`config.mk`:
```
export PLATFORM = sky130hd
export DESIGN_NAME = thumb_hw_aligner
export DESIGN_NICKNAME = d
export VERILOG_FILES = /design/src/rtl/thumb_hw_aligner.sv
export SDC_FILE = /design/constraint.sdc
export NUM_CORES = 1
export LEC_CHECK = 0
export ABC_AREA = 0
export BUFFER_PORTS_ARGS = -buffer_cell sky130_fd_sc_hd__buf_2
export CORE_MARGIN = 10
export CORE_UTILIZATION = 42
export CTS_CLUSTER_DIAMETER = 120
export DETAILED_ROUTE_END_ITERATION = 7
export PLACE_DENSITY = 0.66
export SLEW_MARGIN = 20
export SYNTH_ARGS = -nofsm -noshare
export SYNTH_HDL_FRONTEND = slang
export SYNTH_SLANG_ARGS = --single-unit
```
`constraint.sdc`:
```
create_clock -name clk -period 2.05 [get_ports clk]
set_clock_uncertainty 0.05 [all_clocks]
set_input_delay 0.41 -clock clk [delete_from_list [all_inputs] [get_ports clk]]
set_output_delay 0.41 -clock clk [all_outputs]
set_load 0.01 [all_outputs]
```
`src/rtl/thumb_hw_aligner.sv`:
```
// Thumb/Thumb-2 halfword aligner: joins the 16-bit fetch stream into whole instructions
// and buffers them in a small first-word-fall-through FIFO for pre-decode.
module thumb_hw_aligner #(
    parameter int FIFO_DEPTH = 2,
    parameter int CNT_W      = 2
) (
    input  logic        clk,
    input  logic        rst,
    input  logic [15:0] hw_in,
    input  logic        hw_valid,
    output logic        hw_ready,
    input  logic        flush,
    output logic [31:0] inst_out,
    output logic        inst_is32,
    output logic        inst_valid,
    input  logic        inst_ready,
    output logic        half_pending
);

    localparam int PTR_W = (FIFO_DEPTH > 1) ? $clog2(FIFO_DEPTH) : 1;

    typedef enum logic [0:0] {
        EMPTY = 1'b0,
        HELD  = 1'b1
    } state_t;

    state_t             state_r;
    logic [15:0]        hold_r;
    logic [CNT_W-1:0]   count_r;
    logic [PTR_W-1:0]   wr_ptr_r;
    logic [PTR_W-1:0]   rd_ptr_r;
    logic [31:0]        data_mem_r [FIFO_DEPTH];
    logic               is32_mem_r [FIFO_DEPTH];

    logic               accept_s;
    logic               pop_s;
    logic               push_s;
    logic [31:0]        push_data_s;
    logic               push_is32_s;

    // Prefixes 11101, 11110 and 11111 open a 32-bit Thumb-2 encoding.
    function automatic logic is_prefix(input logic [15:0] hw);
        return (hw[15:11] == 5'b11101) || (hw[15:11] == 5'b11110) || (hw[15:11] == 5'b11111);
    endfunction

    function automatic logic [PTR_W-1:0] next_ptr(input logic [PTR_W-1:0] p);
        return (p == PTR_W'(FIFO_DEPTH - 1)) ? {PTR_W{1'b0}} : p + PTR_W'(1);
    endfunction

    assign hw_ready     = (count_r < CNT_W'(FIFO_DEPTH)) & ~flush;
    assign inst_valid   = (count_r != {CNT_W{1'b0}});
    assign half_pending = (state_r == HELD);
    assign inst_out     = data_mem_r[rd_ptr_r];
    assign inst_is32    = is32_mem_r[rd_ptr_r];
    assign accept_s     = hw_valid & hw_ready;
    assign pop_s        = inst_valid & inst_ready & ~flush;

    // Decide what, if anything, the accepted halfword pushes into the FIFO.
    always_comb begin
        push_s      = 1'b0;
        push_data_s = 32'h0;
        push_is32_s = 1'b0;
        if (accept_s) begin
            case (state_r)
                EMPTY: begin
                    if (!is_prefix(hw_in)) begin
                        push_s      = 1'b1;
                        push_data_s = {hw_in, 16'h0};
                        push_is32_s = 1'b0;
                    end else begin
                        push_s      = 1'b0;
                    end
                end
                HELD: begin
                    push_s      = 1'b1;
                    push_data_s = {hold_r, hw_in};
                    push_is32_s = 1'b1;
                end
                default: begin
                    push_s      = 1'b0;
                end
            endcase
        end else begin
            push_s = 1'b0;
        end
    end

    // Alignment state, held halfword, FIFO pointers and occupancy.
    always_ff @(posedge clk or negedge rst) begin
        if (!rst) begin
            state_r  <= EMPTY;
            hold_r   <= 16'h0;
            count_r  <= {CNT_W{1'b0}};
            wr_ptr_r <= {PTR_W{1'b0}};
            rd_ptr_r <= {PTR_W{1'b0}};
        end else if (flush) begin
            state_r  <= EMPTY;
            hold_r   <= 16'h0;
            count_r  <= {CNT_W{1'b0}};
            wr_ptr_r <= {PTR_W{1'b0}};
            rd_ptr_r <= {PTR_W{1'b0}};
        end else begin
            if (accept_s) begin
                case (state_r)
                    EMPTY: begin
                        if (is_prefix(hw_in)) begin
                            state_r <= HELD;
                            hold_r  <= hw_in;
                        end else begin
                            state_r <= EMPTY;
                        end
                    end
                    HELD:    state_r <= EMPTY;
                    default: state_r <= EMPTY;
                endcase
            end
            if (push_s) begin
                wr_ptr_r <= next_ptr(wr_ptr_r);
            end
            if (pop_s) begin
                rd_ptr_r <= next_ptr(rd_ptr_r);
            end
            case ({push_s, pop_s})
                2'b10:   count_r <= count_r + CNT_W'(1);
                2'b01:   count_r <= count_r - CNT_W'(1);
                default: count_r <= count_r;
            endcase
        end
    end

    // FIFO storage; cleared on flush so an empty head always reads as zero.
    always_ff @(posedge clk or negedge rst) begin
        if (!rst) begin
            for (int i = 0; i < FIFO_DEPTH; i++) begin
                data_mem_r[i] <= 32'h0;
                is32_mem_r[i] <= 1'b0;
            end
        end else if (flush) begin
            for (int i = 0; i < FIFO_DEPTH; i++) begin
                data_mem_r[i] <= 32'h0;
                is32_mem_r[i] <= 1'b0;
            end
        end else if (push_s) begin
            data_mem_r[wr_ptr_r] <= push_data_s;
            is32_mem_r[wr_ptr_r] <= push_is32_s;
        end
    end

endmodule

```
[Word-level counts from Yosys, hierarchy flattened]
Cells that the tools add are included.
Storage, ports and cells
  output and inout bits: 36
  register bits: 87
  bits of input ports: 21
Operators by class
  bitwise operators: 8
  mux-type cells: 40
  reductions and logical operators: 10
  equality and inequality tests: 6
  add/sub/neg operators: 4
  magnitude comparators: 4
Operators with widths (number)
  32-bit two-way mux: 6
  64-bit two-way mux: 2
  64-bit bitwise mux: 1
  16-bit two-way mux: 4
  32-bit one-hot mux with 2 select lines: 1
  32-bit demux with 1-bit select: 1
  1-bit two-way mux: 16
  5-bit == test (second input constant): 3
  2-bit nonzero test: 5
  2-bit two-way mux: 3
  1-bit one-hot mux with 2 select lines: 3
  1-bit bitwise AND: 4
  2-bit >= comparator (second input constant): 2
  1-bit inverter with 2-bit output: 2
  2-bit one-hot mux with 2 select lines: 1
  3-bit AND reduction: 1
  3-bit nonzero test: 1
  1-bit adder (second input constant): 2
  2-bit by 1-bit adder with 2-bit output (second input constant): 1
  2-bit bitwise mux: 1
  2-bit by 1-bit == test with 1-bit output (second input constant): 1
  2-bit == test (second input constant): 1
  1-bit logical OR: 2
  2-bit by 1-bit < comparator with 1-bit output (second input constant): 1
  other kinds (6): 7

[Longest topological paths before layout]
Gate-level depths: netlist of the first run.
  word-level depth: 9
  depth in mapped cells: 6

[Worst setup path before layout of the first run]
OpenSTA, ideal clock, no wires.
  path kind: flip-flop to output port
  start: register rd_ptr_r
  end: output port inst_out[22]
  buffers on the path: 2
  setup slack: 295 ps
  data arrival time: 1295 ps
  required time: 1590 ps
  cell stages (with the launch flop): 4
  cells stage by stage: dfrtp_1 -> clkbuf_1 -> buf_1 -> mux2_2
On the way
  word-level cells in the longest chain between the ends: 4
RTL lines
  start: declaration: RTL line 31  | logic [PTR_W-1:0] rd_ptr_r;
  start signal: assignment: RTL line 95  | rd_ptr_r <= {PTR_W{1'b0}};
  start signal: assignment: RTL line 101  | rd_ptr_r <= {PTR_W{1'b0}};
  start signal: assignment: RTL line 121  | rd_ptr_r <= next_ptr(rd_ptr_r);
  1-bit inverter with 2-bit output (implied by the code): RTL line 53  | assign inst_out = data_mem_r[rd_ptr_r];
  32-bit two-way mux (implied by the code) (3 in a row): RTL line 53
  end: declaration: RTL line 13  | output logic [31:0] inst_out,
No other way between the ends. The select of a mux whose other input is x is not followed.

[Final worst setup path of the first run]
  start: register rd_ptr_r
  end: output port inst_out[7]
The elaborated chain is that of the path after synthesis.

==> flow_metrics.tcl, run 1 <==
set metrics [dict create \
    status "completed" \
    total_leakage_power_nw 2.515 \
    ios 57 \
    numCtsBuffers 9 \
    antenna_found_initial 0 \
    cts_sinks 87 \
    ys_types 36 \
    clockRootBuffer "clkbuf_8" \
    drtAntennaViolNets 0 \
    die_y_um 120.2 \
    drive_gt1_share_pct 36.83 \
    grt_pass1_wl_um 15730 \
    fin_crit_sh_pct 96.51 \
    yosys.area.top_type_share_pct 51.65 \
    required_ns 1.59 \
    nets 408 \
    ys_seq_elements 87 \
    via_per_inst 5.340 \
    rsz0062_at_grt "no" \
    p_sw_uw 873.0 \
    yosys-top-cells-area "dfrtp_1 (52%), mux2i_1 (11%), mux2_2 (11%)" \
    fin_crit_ns 1.979 \
    critPathMaxFanout 23 \
    slew_violations 0 \
    power.share.combinational_pct 13.0 \
    portBuffers 56 \
    ys_async_sr_fraction_pct 100.0 \
    syn-mean-instance-area_um2 12.66 \
    drt_pass1_iterations 4 \
    yosys-top-cells-count "dfrtp_1 (87), mux2i_1 (47), mux2_2 (40)" \
    worst_pin_slew_ns 0.4801 \
    yosys.area.top_type "dfrtp_1" \
    grt_overflow_total 0 \
    maxCapViolCount 0 \
    start_util_pct 43.13 \
    nFillCells 896 \
    htreeDepth 3 \
    syn_inst 333 \
    grt_pass1_vias 3035 \
    clkPwrFrac_pct 34.7 \
    cp-end-kind "output pin" \
    grt_max_degree 88 \
    clk_pin_slew_ns 0.08 \
    drc 0 \
    whs_ns 0.02120 \
    drt_iter0_markers 143 \
    synth_area_mm2 0.004215 \
    synth_flop_cell "dfrtp_1" \
    clockBufferDepth 2 \
    multi_input_area_mm2 0.001876 \
    ys_seq_area_share_pct 51.65 \
    routed_wl_um 9396 \
    cts_tree "built" \
    diodes 0 \
    clk_latency_ns 0.35 \
    ys.warnings.count 0 \
    start_kind "flop" \
    crit_arrival_ns 1.52 \
    path_class "flop to output pin" \
    post_drt_wl_per_cell_um 17.93 \
    syn_nets 354 \
    p_per_area_mw_per_mm2 709.3 \
    cts_hold_buf 0 \
    design.core.area_mm2 0.009774 \
    syn2layout_area_growth_pct 15.58 \
    synth-edff-count 0 \
    pwr-share-seq_pct 52.3 \
    max_freq_ghz 0.5054 \
    hold_path_class "input pin to async pin" \
    internal_power_mw 2.583 \
    setup_tns_ns 0 \
    vias 2798 \
    register_area_mm2 0.002177 \
    dpl.hpwl_um 6221 \
    final_hold_viol_count 0 \
    routabilityCongestion 0.7736 \
    rows 36 \
    ir_drop_v 0.0003371 \
    max_slew_margin_pct 68.00 \
    dieArea_mm2 0.01444 \
    yosysMostFrequentCell "dfrtp_1" \
    chipWidth_um 120.2 \
    swShare_pct 25.26 \
    grtUsageTotal_pct 13.37 \
    finalSetupViolCount 0 \
]
[power by group through the flow]
stage | Sequential [mW] | Clock (mW) | Combinational, mW
after floorplan | 1.83 | 0 | 0.273
after global placement | 1.84 | 0 | 0.451
after detailed placement | 1.84 | 0 | 0.457
after CTS | 1.81 | 1.24 | 0.461
after global routing | 1.82 | 1.30 | 0.496
final | 1.81 | 1.20 | 0.449
[worst max-delay path, cell delays in order, from the launching register on]
cell and delay [ns]:
dfrtp_1 0.37, buf_6 0.26, mux2_2 0.38, buf_2 0.14
[kinds of logic (layout without fill, tap and decap cells)]
logic type | after synthesis | in the layout | share of synthesized area (%)
flops | 87 | 87 | 51.65
buf+inv | 33 | 91 | 3.859
mux | 93 | 93 | 23.98
simple gates | 67 | 67 | 8.697
xor+xnor | 1 | 1 | 0.2078
compound gates | 52 | 52 | 11.61
[stage by stage]
step | area [um2] | cells | setup slack, ns | power [mW] | utilization [%]
2_1_floorplan | 4215 | 333 | 0.2950 | 2.107 | -
4_1_cts | 4872 | 524 | 0.03271 | 3.510 | 49.85
3_5_place_dp | 4671 | 509 | 0.2664 | 2.299 | 47.79
5_1_grt | 4872 | 524 | 0.003308 | 3.617 | 49.85
6_report | 4872 | 524 | 0.07147 | 3.456 | 49.85
3_3_place_gp | 4671 | 509 | 0.3063 | 2.290 | 47.79
[sequential cells by signal (all words and copies together) (netlist names)]
register	flops
data_mem_r	64
hold_r	16
count_r	2
is32_mem_r	2
half_pending	1
rd_ptr_r	1
wr_ptr_r	1
[cell usage in the layout (no fill, tap or decap), drive strengths merged]
master,instances
and2,1
bufinv,1
nor3b,1
dfrtp,87
clkbuf,12
clkinvlp,1
xor2,1
nor2,3
nor4b,1
nand2,35
a32o,32
nor2b,17
mux2,46
inv,4
mux2i,47
nand2b,1
buf,71
and3b,2
a21oi,1
or2,3
o211ai,1
o311ai,2
and3,1
o31ai,2
o21ai,7
a22oi,3
nand4,1
nand3,1
a31o,4
clkinv,2
[repair_timing]
| item | 4_1_cts | 5_1_grt |
|---|---|---|
| gates resized for setup | 1 | 0 |
| endpoints found under the setup margin | 23 | 0 |
| setup buffers | 0 | 0 |
| endpoints found under the hold margin | 0 | 0 |
[worst paths after layout]
check	startpoint	end	slack, ns	cells past startpoint
worst min-delay path	rst	data_mem_r[25]	0.02	2
min in group clk	hw_in[2]	data_mem_r[2]	0.28	2
worst max register to register	count_r[1]	data_mem_r[0]	0.31	4
max in group asynchronous	rst	data_mem_r[37]	1.54	2
worst min register to register	is32_mem_r[1]	is32_mem_r[1]	0.47	1
worst max-delay path	rd_ptr_r	inst_out[7]	0.07	3
[area by class of cell]
type	instances	area share, %
Tap cell	133	3.416
Timing Repair Buffer	71	8.963
Clock buffer	12	3.184
Sequential cell	87	44.68
Inverter	5	0.3852
Clock inverter	3	0.8731
Multi-Input combinational cell	213	38.50
[routing by layer]
metal	vias to the layer above	part of all wire [%]	routed length [um]	global-route usage, %
met3	8	3.0	284	2.792
li1	1320	-	-	-
met2	51	47	4437	21.49
met4	0	1.4	128	4.600
met5	-	0	0	0
met1	1419	48	4546	17.54
(Power assumes the default switching activity.)
==> inputs of run 2 (changes only) <==
Clock period 2.05 ns to 1.95 ns, I/O delays scaled along.
==> run 2 against run 1 <==
Effect of this change:
- the flow now finishes with violations (hold timing)
- setup slack worse by 0.0035 ns
- register-to-register slack worse by 0.10 ns
- first-iteration DRC count down 17%
- largest power group unchanged
- sequential power up 5%
- sequential share of layout area is 0.42 points lower
- die area did not move
- via count is 1.9% higher
- critical endpoint is now inst_out[26]
- worst hold slack worse by 0.030 ns
- utilization is 0.50 points higher
==> flow_metrics.tcl, run 2 (synthesis results as in run 1) <==
set metrics [dict create \
    status "finished with violations" \
    violations "hold timing" \
    hold_path_class "input pin to async pin" \
    slew_violations 0 \
    max_freq_ghz 0.5314 \
    dp.cells 511 \
    finalSetupViolCount 0 \
    routed_wl_um 9493 \
    crit_family "flip-flops" \
    register_area_mm2 0.002178 \
    crit_slowest_cell "dfrtp_2" \
    drive_gt1_share_pct 37.40 \
    dpl_worst_slack_ns 0.1467 \
    numCtsBuffers 9 \
    grt_max_degree 88 \
    antenna_found_initial 0 \
    swShare_pct 25.76 \
    final_common_cell "dfrtp_1" \
    r2r_slack_ns 0.21 \
    slowest_delay_ns 0.41 \
    path_class "flop to output pin" \
    ios 57 \
    die_y_um 120.2 \
    clkPwrFrac_pct 32.7 \
    syn2layout_area_growth_pct 16.74 \
    start_kind "flop" \
    final_cell_mix "dfrtp_1 (86), buf_2 (55), mux2i_1 (47)" \
    worstPathCellList "buf_12 -> mux2_2 -> buf_2" \
    portBuffers 56 \
    whs_ns -0.008725 \
    drc 0 \
    setup_tns_ns 0 \
    top_register "data_mem_r" \
    setup_slack_ns 0.06801 \
    final_hold_viol_count 2 \
    cts_tree "built" \
    required_ns 1.51 \
    start_util_pct 43.13 \
    nets 410 \
    nFillCells 886 \
    cts_sinks 87 \
    cp-end-kind "output pin" \
    fin_crit_ns 1.882 \
    cts_setup_buffers 0 \
    grt_pass1_wl_um 15880 \
    fin_area_mm2 0.004921 \
    routabilityCongestion 0.7550 \
    grt_pass1_vias 2992 \
    via_per_inst 5.420 \
    dpl.hpwl_um 6454 \
    clk_pin_slew_ns 0.08 \
    p_sw_uw 914.4 \
    rsz0062_at_grt "no" \
    clockRootBuffer "clkbuf_8" \
    p_per_area_mw_per_mm2 721.4 \
    total_leakage_power_nw 2.525 \
    chipWidth_um 120.2 \
    drt_iter0_markers 118 \
    clockBufferDepth 2 \
    cts_resized 2 \
    dieArea_mm2 0.01444 \
    largest_reg_flops 64 \
    multi_input_area_mm2 0.001876 \
    cts_hold_buf 0 \
    post_drt_wl_per_cell_um 18.05 \
    maxCapViolCount 0 \
    drt_pass1_iterations 4 \
    design.core.area_mm2 0.009774 \
    pwr-share-seq_pct 53.7 \
    rows 36 \
    max_slew_margin_pct 66.45 \
    internal_power_mw 2.635 \
    grt_overflow_total 0 \
    rr_endpoint "data_mem_r[22]" \
    critPathMaxFanout 20 \
    drtAntennaViolNets 0 \
    reg2reg_from "half_pending" \
    vias 2851 \
    grtUsageTotal_pct 13.59 \
    stdcell_count 526 \
    diodes 0 \
    worst_pin_slew_ns 0.4990 \
    crit_arrival_ns 1.44 \
    placed_area_mm2 0.004711 \
    largestRegisters "data_mem_r x64, hold_r x16" \
    clk_latency_ns 0.35 \
    ir_drop_v 0.0003424 \
    power.share.combinational_pct 13.6 \
    worstRegToRegCells 4 \
    cp_num_buf_inv 2 \
    htreeDepth 3 \
    fin_crit_sh_pct 96.51 \
]
-- run 2: through the flow --
stage          utilization [%]  hold WS (ns)  total power [mW]
6_report                 50.35     -0.008725             3.550
5_1_grt                  50.35       0.01819             3.729
4_1_cts                  50.15       0.02399             3.597
3_5_place_dp             48.20        0.4181             2.422
3_3_place_gp             48.20        0.4129             2.412
2_1_floorplan                -       0.04441             2.215
-- run 2: cell type report --
class / count / area share [%]
sequential: 87 / 44.27
multi-input combinational: 213 / 38.11
timing repair buffer: 73 / 10.12
clock buffer: 13 / 3.432
tap: 133 / 3.382
inverter: 5 / 0.3814
clock inverter: 2 / 0.3051
-- run 2: worst max path at each step --
| stage | from | endpoint | slack, ns | cells past startpoint |
|---|---|---|---|---|
| after floorplan | rd_ptr_r | inst_out[22] | 0.21 | 3 |
| after CTS | rd_ptr_r | inst_out[31] | -0.005 | 3 |
| after global routing | rd_ptr_r | inst_out[28] | 0.004 | 3 |
| after detailed placement | flush | hold_r[10] | 0.15 | 4 |
| final | rd_ptr_r | inst_out[26] | 0.07 | 3 |
| after global placement | flush | hold_r[8] | 0.18 | 4 |
-- run 2: power by group through the flow --
stage | Clock, mW | Combinational (mW) | Sequential (mW)
final | 1.16 | 0.484 | 1.90
after global routing | 1.28 | 0.532 | 1.91
after CTS | 1.20 | 0.489 | 1.90
after detailed placement | 0 | 0.485 | 1.94
after global placement | 0 | 0.478 | 1.93
after floorplan | 0 | 0.287 | 1.93
-- run 2: per-layer routing --
metal  vias to the layer above  track usage, %  wire [um]
li1                       1332               -          -
met1                      1454           17.92       4457
met2                        52           20.91       4552
met3                        13           2.606        276
met4                         0           6.863        205
met5                         -               0          0
-- run 2: worst register-to-register path, delay by kind of cell, from the launching register on --
family	cells	cell delay [ns]
muxes	1	0.25
AOI/OAI and AO/OA	1	0.30
and+or+nand+nor	1	0.28
DFF	1	0.44
buffers and inverters	1	0.34
